## config.mk

```make
export PLATFORM = sky130hd
export DESIGN_NAME = redun_to_canon_stream
export DESIGN_NICKNAME = d
export VERILOG_FILES = /design/src/rtl/redun_to_canon_stream.sv
export SDC_FILE = /design/constraint.sdc
export NUM_CORES = 1
export LEC_CHECK = 0
export ABC_AREA = 1
export BUFFER_PORTS_ARGS = -buffer_cell sky130_fd_sc_hd__buf_2
export CORE_AREA = 2 2 441 443
export CTS_CLUSTER_DIAMETER = 50
export DETAILED_ROUTE_END_ITERATION = 12
export DIE_AREA = 0 0 443 445
export MAX_ROUTING_LAYER = met4
export PLACE_DENSITY = 0.48
export SLEW_MARGIN = 10
export SYNTH_ARGS = -nofsm -noshare
export SYNTH_HDL_FRONTEND = slang
export SYNTH_SLANG_ARGS = --single-unit
export TNS_END_PERCENT = 100
```

## constraint.sdc

```tcl
create_clock -name clk -period 18.7 [get_ports clk]
set_input_delay 0.935 -clock clk [delete_from_list [all_inputs] [get_ports clk]]
set_output_delay 0.935 -clock clk [all_outputs]
set_load 0.02 [all_outputs]
```

## src/rtl/redun_to_canon_stream.sv

```systemverilog
// Serial carry resolver: one double-width redundant product in,
// canonical WORD_LEN words out on a valid/ready stream, LSW first.
module redun_to_canon_stream #(
  parameter  int NUM_ELEMENTS = 66,
  parameter  int BIT_LEN      = 17,
  parameter  int WORD_LEN     = 16,
  localparam int CARRY_LEN    = BIT_LEN - WORD_LEN + 1,
  localparam int IDX_LEN      = $clog2(NUM_ELEMENTS)
) (
  input  logic                 clk,
  input  logic                 reset,
  input  logic                 in_valid,
  output logic                 in_ready,
  input  logic [BIT_LEN-1:0]   in_digits [NUM_ELEMENTS],
  output logic                 out_valid,
  input  logic                 out_ready,
  output logic [WORD_LEN-1:0]  out_word,
  output logic                 out_last,
  output logic [CARRY_LEN-1:0] out_carry,
  output logic                 busy
);

  typedef enum logic {S_IDLE, S_RUN} state_t;

  localparam logic [IDX_LEN-1:0] LAST_IDX = IDX_LEN'(NUM_ELEMENTS - 1);

  state_t               r_state;
  state_t               w_next;
  logic [IDX_LEN-1:0]   r_idx;
  logic [CARRY_LEN-1:0] r_carry;
  logic [BIT_LEN-1:0]   r_buf [NUM_ELEMENTS];

  logic                 w_cap;
  logic                 w_acc;
  logic                 w_end;
  logic [IDX_LEN-1:0]   w_nidx;
  logic [BIT_LEN:0]     w_sum;
  logic [BIT_LEN:0]     w_sum0;

  assign w_cap  = in_valid & (r_state == S_IDLE);
  assign w_acc  = out_ready & (r_state == S_RUN);
  assign w_end  = w_acc & (r_idx == LAST_IDX);
  assign w_nidx = r_idx + IDX_LEN'(1);

  // r_carry is the carry out of the word currently presented
  assign w_sum  = {1'b0, r_buf[w_nidx]}
                + {{(BIT_LEN + 1 - CARRY_LEN){1'b0}}, r_carry};
  assign w_sum0 = {1'b0, in_digits[0]};

  always_ff @(posedge clk or posedge reset) begin
    if (reset) r_state <= S_IDLE;
    else       r_state <= w_next;
  end

  always_comb begin
    w_next = r_state;
    unique case (r_state)
      S_IDLE:  if (in_valid) w_next = S_RUN;
      S_RUN:   if (w_end)    w_next = S_IDLE;
      default: w_next = S_IDLE;
    endcase
  end

  always_comb begin
    in_ready  = (r_state == S_IDLE);
    out_valid = (r_state == S_RUN);
    busy      = (r_state == S_RUN);
  end

  always_ff @(posedge clk) begin
    if (w_cap) r_buf <= in_digits;
  end

  always_ff @(posedge clk or posedge reset) begin
    if (reset) begin
      r_idx     <= '0;
      r_carry   <= '0;
      out_word  <= '0;
      out_last  <= 1'b0;
      out_carry <= '0;
    end else if (w_cap) begin
      r_idx     <= '0;
      r_carry   <= w_sum0[BIT_LEN:WORD_LEN];
      out_word  <= w_sum0[WORD_LEN-1:0];
      out_last  <= (NUM_ELEMENTS == 1);
      out_carry <= (NUM_ELEMENTS == 1) ? w_sum0[BIT_LEN:WORD_LEN] : '0;
    end else if (w_acc) begin
      if (w_end) begin
        out_last  <= 1'b0;
        out_carry <= '0;
      end else begin
        r_idx     <= w_nidx;
        r_carry   <= w_sum[BIT_LEN:WORD_LEN];
        out_word  <= w_sum[WORD_LEN-1:0];
        out_last  <= (w_nidx == LAST_IDX);
        out_carry <= (w_nidx == LAST_IDX) ? w_sum[BIT_LEN:WORD_LEN] : '0;
      end
    end
  end

endmodule

```

### Yosys cells after proc, flatten, opt, wreduce, memory -nomap -nowiden

Index checks and enable logic that the tools add are counted.

* add/subtract/negate cells: 2
* $lt $le $gt $ge: 1
* eq/ne operators: 3
* multiplexer cells: 22
* bitwise logic cells: 5
* reduce and logical (&&, ||, !) cells: 2

Operator list (number)
* $bmux W17 S7: 1
* $mux W16: 3
* $mux W17: 2
* $mux W7: 3
* $add A17 B2 Y18: 1
* $eq A7 B7 Y1 const B: 2
* $mux W2: 7
* $ge A8 B8 Y1 const B: 1
* $not A7 Y8: 1
* $add A7 B1 Y7 const B: 1
* $mux W1: 5
* $and A1 B1 Y1: 3
* $ne A2 B2 Y1 const B: 1
* $pmux W1 S2: 1
* $reduce_and A2 Y1: 1
* $reduce_bool A2 Y1: 1
* $not A1 Y1: 1

* bits in registers: 1151
* bits of input ports: 1126
* output and inout bits: 22
* word-level logic and storage cells: 107

### Longest topological paths before layout

* depth in word-level cells: 10
* depth in mapped cells: 36
* depth with buffers taken out: 24

### Worst setup path before layout

OpenSTA, ideal clock, no wires.

* path kind: in2reg
* from: in in_valid
* to: reg out_word[2]
* setup time: 162 ps
* arrival: 15361 ps
* required time: 18538 ps
* path slack: 3177 ps
* stages: 8
* buffers on the path: 1
* path through: nand2_1 inv_2 nor2_1 nor2_1 inv_2 clkbuf_1 nand2_1 o21ai_0

* longest elaborated chain between the ends: 3
* elaborated cells on any way between the ends: 5
* classes of those cells: 1 x eq/ne; 1 x mux; 1 x bitwise; 2 x reduce/logical

RTL lines
* start: declaration: RTL line 12 `input logic in_valid,`
* $and A1 B1 Y1 (*): RTL line 40 `assign w_cap = in_valid & (r_state == S_IDLE);`
* net w_cap: RTL line 33 `logic w_cap;`
* $ne A2 B2 Y1 (no source line) or $reduce_bool A2 Y1 (tied branches)
* $reduce_and A2 Y1 (no source line)
* end signal: assignment: RTL line 84 `out_word <= w_sum0[WORD_LEN-1:0];`
* end signal: assignment: RTL line 94 `out_word <= w_sum[WORD_LEN-1:0];`
* end: declaration: RTL line 17 `output logic [WORD_LEN-1:0] out_word,`

Mark *: on every way through the listed nets, which the timed path passes. The rest lies on a longest branch.
A chain may end at the register's enable or synchronous reset.

### Worst setup path after layout

* from: reg r_idx[0]
* to: reg out_word[12]

* longest elaborated chain between the ends: 9
* elaborated cells on any way between the ends: 13
* classes of those cells: 2 x add/sub; 2 x eq/ne; 6 x mux; 2 x bitwise; 1 x reduce/logical

RTL lines
* start: declaration: RTL line 29 `logic [IDX_LEN-1:0] r_idx;`
* start signal: assignment: RTL line 92 `r_idx <= w_nidx;`
* $add A7 B1 Y7: RTL line 43 `assign w_nidx = r_idx + IDX_LEN'(1);`
* $not A7 Y8 (not written as such): RTL line 46 `assign w_sum = {1'b0, r_buf[w_nidx]}`
* $bmux W17 S7: RTL line 46
* $mux W17 (not written as such) (2 in a row): RTL line 46
* $add A17 B2 Y18: RTL line 47 `+ {{(BIT_LEN + 1 - CARRY_LEN){1'b0}}, r_carry};`
* $mux W16: RTL line 88 `if (w_end) begin`
* $mux W16: RTL line 87 `end else if (w_acc) begin`
* $mux W16: RTL line 81 `end else if (w_cap) begin`

Parallel ways exist; a longest one is shown, timed or not. The select of a mux whose other input is x is not followed.

==> impl_summary.txt <==
----------------------------------------------------
[CTS]
  Hold bufs inserted after CTS ... 0
  Clock sink count ... 1151
  Clk buf depth ... 3
  Clock tree from TritonCTS ... yes
  Clock transition at the registers of the reported paths ... 0.05 ns
  CTS buffer count ... 157
  Later-pin clock latency in the skew report ... 0.80 ns
  Number of buffers inserted by post-CTS setup repair ... 0
  Gates resized, CTS repair ... 0
  Buffer cell driving the clock tree root ... clkbuf_16
  H-tree depth ... 4

[Detailed routing]
  Total via count after detailed routing ... 36.6k
  Top layer used by detailed routing ... met4
  Routed length on met2 ... 101 mm
  Sum of routed wire length over all layers ... 201 mm
  Avg WL per Cell ... 25.0 µm
  Iteration count of the initial detailed-routing pass ... 7
  Post-route met1 wirelength ... 80.5 mm
  Remaining antenna violation count after routing ... 0
  DRC Markers ... 0
  Met3 wire length ... 12.6 mm
  Ratio of routed vias to standard cells ... 4.55
  Iter 0 DRT Violations ... 3407

[Floorplanning]
  Number of top-level pins ... 1148
  Core Area ... 192000 µm²
  Area of the die ... 197000 µm²
  Number of rows created at floorplan ... 161
  Vert. Die Dim ... 445 µm
  Initial standard-cell utilization of the core ... 24.9%
  Die Wd ... 443 µm

[Synth]
  Simple-Gate Fraction of Synth Area ... 18.3%
  Xor/xnor share of the synthesized area ... 0.212%
  Top post-synthesis cells by area ... edfxtp_1 (71%), nand2_1 (8.8%), nand3_1 (5.4%), nor2_1 (3.5%), o21ai_0 (3.1%)
  Most used standard cells in the synthesized netlist ... edfxtp_1 (1122), nand2_1 (1118), nand3_1 (512)
  Compound-gate portion of the synthesized area ... 4.79%
  Avg Synthesized Cell Area ... 11.4 µm²
  Area leader, netlist ... edfxtp_1
  Post-Synth Adder-Cell Area ... 0.173%
  Mux share of post-synthesis cell area ... 0.0419%
  Instance count of the mapped netlist ... 4189
  Distinct cell type count of the synthesized netlist ... 41
  Number of enable flip-flop cells after synthesis ... 1122
  Register bit total from synthesis ... 1151
  Syn nets ... 5321
  Post-synth top flop ... edfxtp_1
  Syn. warnings ... 0
  Netlist area before placement ... 47800 µm²
  Portion of synthesized cell area occupied by the leading cell type ... 70.5%
  Post-synthesis async set-or-reset flop share ... 2.52%
  Top-count cell post-synth ... edfxtp_1
  Share of the yosys chip area belonging to registers ... 72.0%
  Combinational family with the most area after synthesis ... simple AND/OR/NAND/NOR gates

[Critical path]
  Slowest Stage Delay on Critical Path ... 0.87 ns
  Register-to-register setup slack ... 12.89 ns
  Most used cell, CP ... nand2_1
  Setup crit end kind ... flip-flop
  Required @ worst endpoint ... 19.39 ns
  Arrival @ worst endpoint ... 6.50 ns
  FF-to-FF Start ... r_idx[0]$_DFFE_PP0P_
  Critical-path cell list ... inv_8 -> ha_4 -> inv_8 -> buf_4 -> buf_4 -> nand3_1 -> nand3_1 -> nand3_1 -> nand3_1 -> nand3_1 -> nand2_1 -> nand2_1 -> nand2_1 -> nand2_1 -> inv_1 -> nand2_2 -> nor2_4 -> nand2_1 -> nand2_1 -> nand3_1 -> nand2_1 -> nand2_1
  Type of the worst setup path ... reg2reg
  Startpoint types ... flip-flop
  Worst Reg-to-Reg Cells ... 22
  Cell type of the slowest stage on the worst timing path ... dfrtp_4
  Crit-path max FO ... 92
  Critical register-to-register path endpoint ... out_word[12]$_DFFE_PP0P_

[Final layout]
  Final core occ ... 32.1%
  Final non-filler cell total ... 8030
  Share of cells above drive strength 1 ... 27.4%
  Nets ... 6435
  Number of filler cells placed in the layout ... 19.7k
  Synthesis-to-layout area growth ... 28.9%

[Timing]
  Part of the cycle the worst path needs ... 31.1%
  Time the worst path needs with I/O delays and setup ... 5.81 ns
  FMAX ... 172 MHz
  Clock Skew ... 0.0442 ns
  Pins over their slew limit ... 0
  Setup repair after global routing missed its margin ... false
  Final setup fails ... 0
  Worst slew margin relative to its limit ... 24.3%
  Fin Setup TNS ... 0 ns
  Final hold viol count ... 0
  Post-route setup slack ... 12.89 ns
  Least-Margin Pin Slew ... 1.14 ns

[GRT]
  Remaining global-route overflow ... 0
  Vias in the first global route ... 35.6k
  Wire length of the first global-routing pass ... 273 mm
  Global-route usage over all layers ... 20.2%
  Initial antenna violation count ... 132
  Largest net degree at the start of global routing ... 192

[Pwr]
  Proportion of power drawn by combinational gates ... 41.2%
  Switching fraction of total power ... 42.9%
  Leakage ... 24.7 nW
  Sw Pwr ... 4.59 mW
  Worst VDD drop ... 0.137 mV
  Proportion of power drawn by the clock network ... 28.6%
  Power per cell area ... 174 nW/µm²
  Cell Int Power ... 6.12 mW
  Register share of total power ... 30.2%

[Placed design]
  Port bufs ... 1147
  DP Cell Count ... 7670
  HPWL reported at the end of detailed placement ... 143 mm
  Worst slack, placed ... 12.36 ns
  Final estimated routing congestion in global placement ... 0.881

[Min path]
  Path type of the worst min-delay path ... in2async

[Job]
  Max capacitance violation total ... 0

[Outcome]
  Result of the run ... finished, final reports clean

----------------------------------------------------
==> area by class of cell <==
type	count	area (µm²)	area share, %
tap	2526	3160	5.13
clock buffer	190	4120	6.68
clock inverter	95	1200	1.95
sequential	1151	34400	55.9
antenna	75	188	0.305
multi-input combinational	2536	11300	18.3
timing repair buffer	1199	6210	10.1
inverter	258	991	1.61
==> registers in the layout, indices dropped and copies added, names as in the netlist <==
register / flops
busy: 1
out_carry: 2
out_last: 1
out_word: 16
r_buf: 1122
r_carry: 2
r_idx: 7
==> metrics by stage <==
stage          power (mW)  hold WS [ns]  instance area [µm²]
3_3_place_gp         7.85         0.470                56100
2_1_floorplan        6.13         0.496                47800
3_5_place_dp         7.84         0.471                56100
4_1_cts              10.9         0.220                61400
5_1_grt              11.4         0.236                61500
6_report             10.7         0.277                61600
==> how the worst max path moves through the flow <==
| stage | slack, ns | to | startpoint | cells after the start |
|---|---|---|---|---|
| final | 12.89 | out_word[12]$_DFFE_PP0P_ | r_idx[0]$_DFFE_PP0P_ | 22 |
| after global routing | 12.28 | out_word[12]$_DFFE_PP0P_ | r_idx[0]$_DFFE_PP0P_ | 22 |
| after CTS | 12.48 | out_word[12]$_DFFE_PP0P_ | r_idx[0]$_DFFE_PP0P_ | 22 |
| after detailed placement | 12.36 | r_buf[705]$_DFFE_PP_ | in_valid | 9 |
| after global placement | 12.44 | r_buf[927]$_DFFE_PP_ | in_valid | 9 |
| after floorplan | 3.18 | out_word[2]$_DFFE_PP0P_ | in_valid | 8 |
==> routing by layer <==
metal / GRT usage [%] / vias up
met4: 6.74 / 0
li1: - / 16800
met1: 24.0 / 17900
met3: 4.15 / 371
met5: - / -
met2: 34.1 / 1515
==> critical path: cells and delay by family, from the launching register on <==
kind / cells / cell delay (ns)
AND/OR/NAND/NOR: 16 / 1.87
flip-flops: 1 / 0.87
adder cells (fa/ha/maj): 1 / 0.52
buffers and inverters: 5 / 2.23
==> power by group through the flow <==
stage | Sequential [mW] | Clock, mW | Combinational (mW)
4_1_cts | 3.24 | 3.13 | 4.56
3_5_place_dp | 3.29 | 0 | 4.55
2_1_floorplan | 3.43 | 0 | 2.70
5_1_grt | 3.26 | 3.23 | 4.90
6_report | 3.24 | 3.06 | 4.41
3_3_place_gp | 3.29 | 0 | 4.56
==> cell usage in the layout (no fill, tap or decap), types with 5 or more instances in the layout <==
| cell type | count |
|---|---|
| a21oi_1 | 12 |
| buf_12 | 6 |
| buf_2 | 1147 |
| buf_4 | 46 |
| bufinv_16 | 17 |
| clkbuf_1 | 29 |
| clkbuf_16 | 159 |
| clkinv_1 | 15 |
| clkinv_16 | 5 |
| clkinv_2 | 19 |
| clkinv_4 | 5 |
| clkinvlp_4 | 10 |
| dfrtp_1 | 28 |
| diode_2 | 75 |
| edfxtp_1 | 1122 |
| inv_1 | 251 |
| inv_6 | 14 |
| inv_8 | 8 |
| nand2_1 | 1118 |
| nand2_2 | 6 |
| nand3_1 | 512 |
| nor2_1 | 444 |
| o211ai_1 | 36 |
| o21ai_0 | 292 |
| o21ai_1 | 5 |
| o221ai_1 | 31 |
| o22ai_1 | 23 |
| or2_2 | 13 |
==> cell families (layout without fill, tap and decap cells) <==
family / after synthesis / in the layout
fa+ha+maj: 6 / 6
other cells: 0 / 75
flops: 1151 / 1151
buf+inv: 502 / 1742
compound gates: 406 / 406
simple gates: 2113 / 2113
xor+xnor: 9 / 9
mux: 2 / 2
Power figures use the tool's default switching activity.
